## src/rtl/intel_vvp_exposure_fusion_sync.sv

```systemverilog
// intel_vvp_exposure_fusion_sync
// Aligns the long-exposure (in_0) and short-exposure (in_1) video streams on a
// common start-of-frame and forwards them in lock-step as one joined stream
// {in_1 tdata, in_0 tdata}. Beats discarded while seeking are counted.
// Optional feature macro: INTEL_VVP_EXPOSURE_FUSION_SYNC_CHECK_EN enables the
// per-beat tlast/SOF mismatch check while locked.
module intel_vvp_exposure_fusion_sync #(
    parameter int TDATA_WIDTH      = 32,
    parameter int TUSER_WIDTH      = 4,
    parameter int DROP_COUNT_WIDTH = 16
) (
    input  logic                        main_clock,
    input  logic                        main_reset,
    input  logic                        r_vid_enable,

    input  logic [TDATA_WIDTH-1:0]      axi4s_vid_in_0_tdata,
    input  logic                        axi4s_vid_in_0_tlast,
    input  logic [TUSER_WIDTH-1:0]      axi4s_vid_in_0_tuser,
    input  logic                        axi4s_vid_in_0_tvalid,
    output logic                        axi4s_vid_in_0_tready,

    input  logic [TDATA_WIDTH-1:0]      axi4s_vid_in_1_tdata,
    input  logic                        axi4s_vid_in_1_tlast,
    input  logic [TUSER_WIDTH-1:0]      axi4s_vid_in_1_tuser,
    input  logic                        axi4s_vid_in_1_tvalid,
    output logic                        axi4s_vid_in_1_tready,

    output logic [2*TDATA_WIDTH-1:0]    axi4s_vid_out_tdata,
    output logic                        axi4s_vid_out_tlast,
    output logic [TUSER_WIDTH-1:0]      axi4s_vid_out_tuser,
    output logic                        axi4s_vid_out_tvalid,
    input  logic                        axi4s_vid_out_tready,

    output logic                        sync_locked,
    output logic                        mismatch_pulse,
    output logic [DROP_COUNT_WIDTH-1:0] drop_count
);

    typedef enum logic [1:0] {
        ST_IDLE   = 2'd0,
        ST_SEEK   = 2'd1,
        ST_LOCKED = 2'd2
    } state_t;

    state_t state;
    state_t state_next;

    logic sof_0;
    logic sof_1;
    logic out_free;
    logic joint;
    logic stop;
    logic ready_0;
    logic ready_1;
    logic mismatch;
    logic load;
    logic [1:0] drop_inc;
    logic [DROP_COUNT_WIDTH:0] drop_sum;

    // Heads presenting a valid start-of-frame beat.
    assign sof_0    = axi4s_vid_in_0_tvalid & axi4s_vid_in_0_tuser[0];
    assign sof_1    = axi4s_vid_in_1_tvalid & axi4s_vid_in_1_tuser[0];
    // Output register can take a new beat when empty or draining this cycle.
    assign out_free = ~axi4s_vid_out_tvalid | axi4s_vid_out_tready;
    assign joint    = axi4s_vid_in_0_tvalid & axi4s_vid_in_1_tvalid & out_free;
    // Disable only lands on a frame boundary, with both SOF heads waiting.
    assign stop     = ~r_vid_enable & sof_0 & sof_1;

    // Readies are held low during reset so nothing is accepted then.
    assign axi4s_vid_in_0_tready = ready_0 & ~main_reset;
    assign axi4s_vid_in_1_tready = ready_1 & ~main_reset;

`ifdef INTEL_VVP_EXPOSURE_FUSION_SYNC_CHECK_EN
    logic unused_inputs;
    assign unused_inputs = ^{axi4s_vid_in_1_tuser[TUSER_WIDTH-1:1]};
`else
    logic unused_inputs;
    assign unused_inputs = ^{axi4s_vid_in_1_tuser, axi4s_vid_in_1_tlast};
`endif

    // Next-state, handshake and discard-count decode.
    always_comb begin
        state_next = state;
        ready_0    = 1'b0;
        ready_1    = 1'b0;
        mismatch   = 1'b0;
        load       = 1'b0;
        drop_inc   = 2'd0;
        case (state)
            ST_IDLE: begin
                ready_0  = 1'b1;
                ready_1  = 1'b1;
                drop_inc = {1'b0, axi4s_vid_in_0_tvalid} + {1'b0, axi4s_vid_in_1_tvalid};
                if (r_vid_enable) begin
                    state_next = ST_SEEK;
                end else begin
                    state_next = ST_IDLE;
                end
            end
            ST_SEEK: begin
                // Non-SOF heads are discarded; SOF heads wait for the partner.
                ready_0  = axi4s_vid_in_0_tvalid & ~axi4s_vid_in_0_tuser[0];
                ready_1  = axi4s_vid_in_1_tvalid & ~axi4s_vid_in_1_tuser[0];
                drop_inc = {1'b0, ready_0} + {1'b0, ready_1};
                if (!r_vid_enable) begin
                    state_next = ST_IDLE;
                end else if (sof_0 && sof_1) begin
                    state_next = ST_LOCKED;
                end else begin
                    state_next = ST_SEEK;
                end
            end
            ST_LOCKED: begin
                if (stop) begin
                    state_next = ST_IDLE;
                end else if (joint) begin
                    ready_0 = 1'b1;
                    ready_1 = 1'b1;
`ifdef INTEL_VVP_EXPOSURE_FUSION_SYNC_CHECK_EN
                    if ((axi4s_vid_in_0_tlast != axi4s_vid_in_1_tlast) ||
                        (axi4s_vid_in_0_tuser[0] != axi4s_vid_in_1_tuser[0])) begin
                        mismatch   = 1'b1;
                        drop_inc   = 2'd2;
                        state_next = ST_SEEK;
                    end else begin
                        load = 1'b1;
                    end
`else
                    load = 1'b1;
`endif
                end else begin
                    state_next = ST_LOCKED;
                end
            end
            default: begin
                state_next = ST_IDLE;
            end
        endcase
    end

    // Saturating sum of the discard counter.
    assign drop_sum = {1'b0, drop_count} + {{(DROP_COUNT_WIDTH-1){1'b0}}, drop_inc};

    // State register, status flags, drop counter and the output stage.
    always_ff @(posedge main_clock or posedge main_reset) begin
        if (main_reset) begin
            state                <= ST_IDLE;
            sync_locked          <= 1'b0;
            mismatch_pulse       <= 1'b0;
            drop_count           <= {DROP_COUNT_WIDTH{1'b0}};
            axi4s_vid_out_tvalid <= 1'b0;
            axi4s_vid_out_tdata  <= {(2*TDATA_WIDTH){1'b0}};
            axi4s_vid_out_tlast  <= 1'b0;
            axi4s_vid_out_tuser  <= {TUSER_WIDTH{1'b0}};
        end else begin
            state          <= state_next;
            sync_locked    <= (state == ST_LOCKED);
            mismatch_pulse <= mismatch;
            if (drop_sum[DROP_COUNT_WIDTH]) begin
                drop_count <= {DROP_COUNT_WIDTH{1'b1}};
            end else begin
                drop_count <= drop_sum[DROP_COUNT_WIDTH-1:0];
            end
            // A held beat drains normally even after leaving LOCKED.
            if (load) begin
                axi4s_vid_out_tvalid <= 1'b1;
                axi4s_vid_out_tdata  <= {axi4s_vid_in_1_tdata, axi4s_vid_in_0_tdata};
                axi4s_vid_out_tlast  <= axi4s_vid_in_0_tlast;
                axi4s_vid_out_tuser  <= axi4s_vid_in_0_tuser;
            end else if (axi4s_vid_out_tready) begin
                axi4s_vid_out_tvalid <= 1'b0;
            end
        end
    end

endmodule

```

## config.mk

```make
export PLATFORM = sky130hd
export DESIGN_NAME = intel_vvp_exposure_fusion_sync
export DESIGN_NICKNAME = d
export VERILOG_FILES = /design/src/rtl/intel_vvp_exposure_fusion_sync.sv
export SDC_FILE = /design/constraint.sdc
export NUM_CORES = 1
export LEC_CHECK = 0
export ABC_AREA = 1
export CAP_MARGIN = 30
export CORE_MARGIN = 2
export CORE_UTILIZATION = 39
export DETAILED_ROUTE_END_ITERATION = 16
export PLACE_DENSITY_LB_ADDON = 0.08
export SYNTH_ARGS = -nofsm -noshare
export SYNTH_HDL_FRONTEND = slang
export SYNTH_SLANG_ARGS = --single-unit
```

## constraint.sdc

```tcl
create_clock -name main_clock -period 2.5 [get_ports main_clock]
set_input_delay 0.25 -clock main_clock [delete_from_list [all_inputs] [get_ports main_clock]]
set_output_delay 0.25 -clock main_clock [all_outputs]
set_load 0.01 [all_outputs]
```

==> results of run 1 <==
==> worst paths after layout <==
check | start | to | slack (ps)
max in group asynchronous | main_reset | axi4s_vid_out_tdata[35] | 1580
setup / recovery | axi4s_vid_in_0_tvalid | drop_count[14] | 220
setup reg to reg | state[1] | drop_count[14] | 390
min in group main_clock | axi4s_vid_in_0_tdata[26] | axi4s_vid_out_tdata[26] | 430
hold / removal | main_reset | axi4s_vid_out_tdata[56] | 240
hold reg to reg | axi4s_vid_out_tdata[1] | axi4s_vid_out_tdata[1] | 480
==> metrics by stage <==
stage	instances	setup TNS, ps	cell area [um2]	hold slack [ps]	utilization [%]
floorplan	462	0	4110	383	-
global placement	755	-1200	5880	464	57.2
detailed placement	755	-2160	5880	467	57.2
CTS	770	0	6060	234	58.9
global route	770	0	6060	255	59.0
finish	770	0	6060	239	59.0
==> critical path: cells and delay by family <==
kind,cells,cell delay [ps]
adders and majority gates,3,850
buffers and inverters,5,820
and+or+nand+nor,8,600
==> logic make-up (layout without fill, tap and decap cells) <==
group,after synthesis,count (layout),synth area share (%)
adder cells (fa/ha/maj),5,5,1.71
XOR/XNOR,5,5,1.07
other,1,1,0.0913
flip-flops,89,89,54.3
AO/OA/AOI/OAI,78,78,11.6
AND/OR/NAND/NOR,165,165,18.3
buffers and inverters,119,291,13.0
==> sequential cells by signal, summed over array words and instances, names as in the netlist <==
name / cells
drop_count: 16
axi4s_vid_out_tuser: 4
sync_locked: 1
axi4s_vid_out_tvalid: 1
axi4s_vid_out_tdata: 64
state: 2
axi4s_vid_out_tlast: 1
==> repair_timing <==
item,in CTS,in global routing
setup endpoints to repair,0,2
setup buffers,0,0
gates resized for setup,0,2
==> power groups by stage <==
stage          Combinational, mW  Clock (mW)  Sequential (mW)
3_3_place_gp                1.37           0             1.93
3_5_place_dp                1.40           0             1.94
2_1_floorplan              0.449           0             2.06
6_report                    1.38       0.926             1.92
4_1_cts                     1.40       0.968             1.92
5_1_grt                     1.51        1.03             1.96
==> cells in the final DEF, fill, tap and decap left out <==
master,netlist,final
nand3_2,5,5
buf_4,1,7
xnor2_1,2,2
xor2_1,3,3
clkbuf_1,4,2
inv_1,100,98
nand3_4,1,1
clkinvlp_4,0,1
o21ai_2,22,22
clkbuf_8,0,9
ha_1,4,4
nand2_2,9,9
nand3_1,14,14
buf_12,0,3
or2_0,1,1
a21oi_1,4,4
nor2_2,0,1
o21ai_0,3,3
nand2_1,112,112
inv_2,1,2
dfrtp_1,89,89
clkdlybuf4s50_1,0,164
nor2_1,16,15
clkinv_2,0,3
o21a_1,1,1
conb_1,1,1
nand4_4,1,1
o22ai_1,1,1
bufinv_16,0,1
nor2_4,2,2
o21ai_1,47,47
nand4_1,4,4
fa_1,1,1
clkinv_1,1,1
==> routing by layer <==
metal | GRT usage (%) | wire [um] | vias to the layer above
met5 | 0 | 0 | -
met4 | 9.00 | 248 | 0
met3 | 3.83 | 627 | 18
met2 | 27.2 | 4400 | 107
met1 | 22.2 | 4220 | 1565
li1 | - | - | 1729
==> final cells by class <==
type                       instances  area (um2)  share of cell area [%]
inverter                         102         387                    6.38
sequential                        89        2230                    36.7
timing repair buffer             174        1750                    28.9
clock buffer                      11         131                    2.17
clock inverter                     4        45.0                   0.743
multi-input combinational        254        1350                    22.2
tap                              136         170                    2.81
==> reports/qor.yml, run 1 <==
outcome:
  outcome: "complete, no violations"
synth:
  synthArstFlopShare_pct: 100
  yosys.area.top_type_share_pct: 54.3
  synth_most_common_cell: "nand2_1"
  yosysTopAreaCell: "dfrtp_1"
  synth.ff_latch_count: 89
  synth_flop_cell: "dfrtp_1"
  synthesis.area_um2: 4110
  synthTopCellsByArea: "dfrtp_1 54%, nand2_1 10%, inv_1 9.1%"
  synth_fp_nets: 547
  syn_inst: 462
  ys_top_cells_by_count: "112 x nand2_1, 100 x inv_1, 89 x dfrtp_1"
  synth_warnings: 0
  synth.distinct_cells: 29
  syn_avg_cell_area_um2: 8.89
  synth_edf_count: 0
  yosysSeqAreaShare_pct: 54.3
timing:
  postLayoutSetupSlackWorst_ps: 218
  drv_slew: 0
  tightest_slew_ps: 640
  final_hold_viol_count: 0
  clock_skew_ps: 8.93
  rsz0062_at_grt: "false"
  clock.fmax_mhz: 438
  max_slew_margin_pct: 57.3
  finalSetupViolations: 0
  fin_crit_ps: 2280
  finalCritPeriodShare_pct: 91.3
placement:
  dp_hpwl_mm: 6.90
  place.gp.congestion: 0.869
  post-place-ws_ps: -195
  io_buffer_count: 164
final_layout:
  drive_gt1_share_pct: 10.6
  nets: 715
  fillCellCount: 963
  num_antenna_cells: 0
  area_growth_pct: 47.6
cts:
  clk_pin_slew_ps: 80
  clockBufferDepth: 2
  cts_root_buf: "clkbuf_8"
  cts_made_buffers: 9
  cts_tree: "done"
  postCtsHoldBufs: 0
  cts.sinks: 89
  cts_max_level: 3
  insertion_delay_ps: 350
power_and_ir_drop:
  power_density_nw_per_um2: 696
  power_frac_seq_pct: 45.4
  power.total_mw: 4.22
  comb_power_share_pct: 32.6
  peakVddDrop_v: 0.000442
  p_leak_nw: 3.01
  clockPowerShare_pct: 22.0
  sw_frac_of_total_pct: 29.5
  p_switching_mw: 1.24
  intPower_mw: 2.97
global_routing:
  antenna_found_initial: 0
  grt_pass1_vias: 3295
  grt_pass1_wl_mm: 15.5
  grt_overflow: 0
  grt_max_degree: 140
  track_usage_pct: 17.2
drt:
  drt-vias-per-instance: 4.44
  drtPass1Iterations: 4
  drtAntennaViolNets: 0
  vias: 3419
  drt_drc_violations_left: 0
  drt_iter0_drc: 152
  wl_per_cell_um: 12.3
  drt-total-wl_mm: 9.49
floorplan:
  start_util_pct: 39.9
  rows: 37
  fp.dieH_um: 107
  die-width_um: 107
  core_area_um2: 10300
  num_io_pins: 170
  dieArea_um2: 11400
worst_setup_path:
  ff2ff_path_depth: 12
  endpoint_kind: "flop"
  cp_data_required_time_ps: 2740
  path_max_fanout: 4
  criticalPathCategory: "in -> reg"
  cp_slowest_cell: "clkdlybuf4s50_1"
  critPathLaunchType: "primary input"
  cp.arrival_ps: 2520
  cp_cell_sequence: "clkdlybuf4s50_1, inv_1, nor2_2, ha_1, nand3_1, nand2_1, ha_1, inv_1, fa_1, inv_2, nand2_2, nor2_4, buf_4, nand3_1, nand2_1, nand3_2"
  max_stage_delay_ps: 440
job:
  max-cap-violations: 0
hold_path:
  hold_path.class: "in -> async"
(Power assumes the default switching activity.)
==> run 2, diff against run 1 <==
==> constraint.sdc (replaced) <==
create_clock -name main_clock -period 1.9 [get_ports main_clock]
set_input_delay 0.19 -clock main_clock [delete_from_list [all_inputs] [get_ports main_clock]]
set_output_delay 0.19 -clock main_clock [all_outputs]
set_load 0.01 [all_outputs]
==> run 2 against run 1 <==
Effect of this change: power grew 38%; critical path type is now reg -> reg; final cell count up 1.8%; final area up 3.5%; global-route usage grew 0.23 points; core utilization rose by 2.1 points; the flow now finishes with violations (negative setup slack).
==> reports/qor.yml, run 2 (synthesis results as in run 1) <==
timing:
  rsz0062_at_grt: "true"
  tightest_slew_ps: 546  # -94.4 ps
  max_slew_margin_pct: 63.6  # +6.3 points
  drv_slew: 0  # unchanged
  finalSetupTns_ps: -351  # -351 ps
  finalCritPeriodShare_pct: 102
  final_hold_viol_count: 0  # unchanged
  clock.fmax_mhz: 515
  fin_crit_ps: 1940
  postLayoutSetupSlackWorst_ps: -41.2  # -260 ps
  finalSetupViolations: 15  # +15
  clock_skew_ps: 13.1  # +4.13 ps
floorplan:
  rows: 37  # unchanged
  start_util_pct: 39.9  # unchanged
  die-width_um: 107  # unchanged
  core_area_um2: 10300  # unchanged
  num_io_pins: 170  # unchanged
  dieArea_um2: 11400  # unchanged
  fp.dieH_um: 107  # unchanged
final_layout:
  num_antenna_cells: 0  # unchanged
  top_register: "axi4s_vid_out_tdata"
  drive_gt1_share_pct: 15.7  # +5.2 points
  fillCellCount: 945  # -1.9%
  area_growth_pct: 52.8
  nets: 728  # +1.8%
  largest_reg_flops: 64  # unchanged
  mostFrequentLayoutCells: "158 x clkdlybuf4s50_1, 108 x nand2_1, 94 x inv_1, 89 x dfrtp_1, 49 x o21ai_1"
  final_common_cell: "clkdlybuf4s50_1"
  top_regs: "axi4s_vid_out_tdata: 64 flops, drop_count: 16 flops, axi4s_vid_out_tuser: 4 flops"
  fin_util_pct: 61.0  # +2.1 points
global_routing:
  grt_max_degree: 85  # -39%
  grt_overflow: 0  # unchanged
  antenna_found_initial: 0  # unchanged
  grt_pass1_vias: 3301  # +0.18%
  grt_pass1_wl_mm: 15.7  # +1.5%
  track_usage_pct: 17.5  # +0.23 points
hold_path:
  hold_path.class: "in -> async"
worst_setup_path:
  critPathLaunchType: "flop"
  ff2ff_path_depth: 11  # -1
  cp_num_buf_inv: 4  # -1
  cp_slowest_cell: "dfrtp_1"
  worst-path-stages: 11  # -5
  path_max_fanout: 7  # +3
  endpoint_kind: "flop"
  cp.arrival_ps: 2230  # -290 ps
  criticalPathCategory: "reg -> reg"
  max_stage_delay_ps: 410  # -30 ps
  cp_cell_sequence: "inv_2, nand2_2, o22ai_2, inv_2, fa_2, inv_2, nand2_2, nor2_4, nand4_4, clkbuf_16, nand2_2"
  crit_family: "buffers and inverters"
  cp_data_required_time_ps: 2190  # -550 ps
cts:
  postCtsHoldBufs: 0  # unchanged
  cts_made_buffers: 9  # unchanged
  clk_pin_slew_ps: 90  # about the same
  insertion_delay_ps: 350  # about the same
  cts_max_level: 3  # unchanged
  cts_root_buf: "clkbuf_8"
  cts_tree: "done"
  clockBufferDepth: 2  # unchanged
  cts.sinks: 89  # unchanged
outcome:
  outcome: "finished, violations left"
  violations: "negative setup slack"
drt:
  drt-vias-per-instance: 4.39  # -1.1%
  drt_drc_violations_left: 0  # unchanged
  drt_iter0_drc: 185  # +22%
  drtAntennaViolNets: 0  # unchanged
  drt-total-wl_mm: 9.68  # +1.9%
  drtPass1Iterations: 5  # +1
  wl_per_cell_um: 12.3  # +0.13%
  vias: 3442  # +0.67%
placement:
  dp_hpwl_mm: 6.94  # +0.54%
  io_buffer_count: 164  # unchanged
  place.gp.congestion: 0.816  # -6.1%
power_and_ir_drop:
  power.total_mw: 5.82  # +38%
  peakVddDrop_v: 0.000637  # +44%
  power_density_nw_per_um2: 928  # +33%
  p_leak_nw: 3.13  # +4.0%
job:
  max-cap-violations: 0  # unchanged
[run 2: stage by stage]
stage	hold slack (ps)	instances	setup slack (ps)	cell area (um2)
2_1_floorplan	323	462	-3.07	4110
3_3_place_gp	463	764	-550	5950
3_5_place_dp	468	764	-594	5950
4_1_cts	177	782	-49.7	6220
5_1_grt	193	784	-180	6270
6_report	183	784	-41.2	6270
[run 2: routing by layer]
layer	GRT usage, %	wire length, um	vias up
met5	0	0	-
met4	7.88	218	0
met3	2.98	595	15
met2	27.3	4470	112
met1	23.9	4390	1558
li1	-	-	1757
[run 2: layout make-up]
class	count	area [um2]	area share [%]
flip-flops and latches	89	2230	35.5
repair buffers	187	1860	29.6
multi-input cells	254	1410	22.5
inverters	102	387	6.16
well taps	136	170	2.71
clock buffers	12	145	2.31
clock inverters	4	76.3	1.22
[run 2: worst register-to-register path, delay by kind of cell, from the launching register on]
kind / cells / cell delay (ps)
fa+ha+maj: 1 / 370
compound gates: 1 / 210
flops: 1 / 410
buf+inv: 4 / 460
simple gates: 5 / 450
[run 2: what timing repair did]
action	4_1_cts	5_1_grt
gates cloned	0	1
gates resized for setup	15	15
endpoints found under the setup margin	18	18
buffers inserted	2	1
pin swaps	5	7
endpoints found under the hold margin	0	0
[run 2: power by group]
part           total, mW  internal (mW)  switching, mW
Clock               1.44          0.781          0.655
Sequential          2.52           2.26          0.256
Combinational       1.87           1.09          0.779
Total               5.82           4.13           1.69
[run 2: path summary, 6_finish.rpt]
path	startpoint	endpoint	slack, ps
worst min-delay path	main_reset	drop_count[5]	180
min in group main_clock	axi4s_vid_in_1_tdata[24]	axi4s_vid_out_tdata[56]	360
worst min register to register	axi4s_vid_out_tdata[11]	axi4s_vid_out_tdata[11]	480
worst max register to register	state[1]	drop_count[2]	-40
max in group asynchronous	main_reset	axi4s_vid_out_tdata[62]	1110
worst max-delay path	state[1]	drop_count[2]	-40
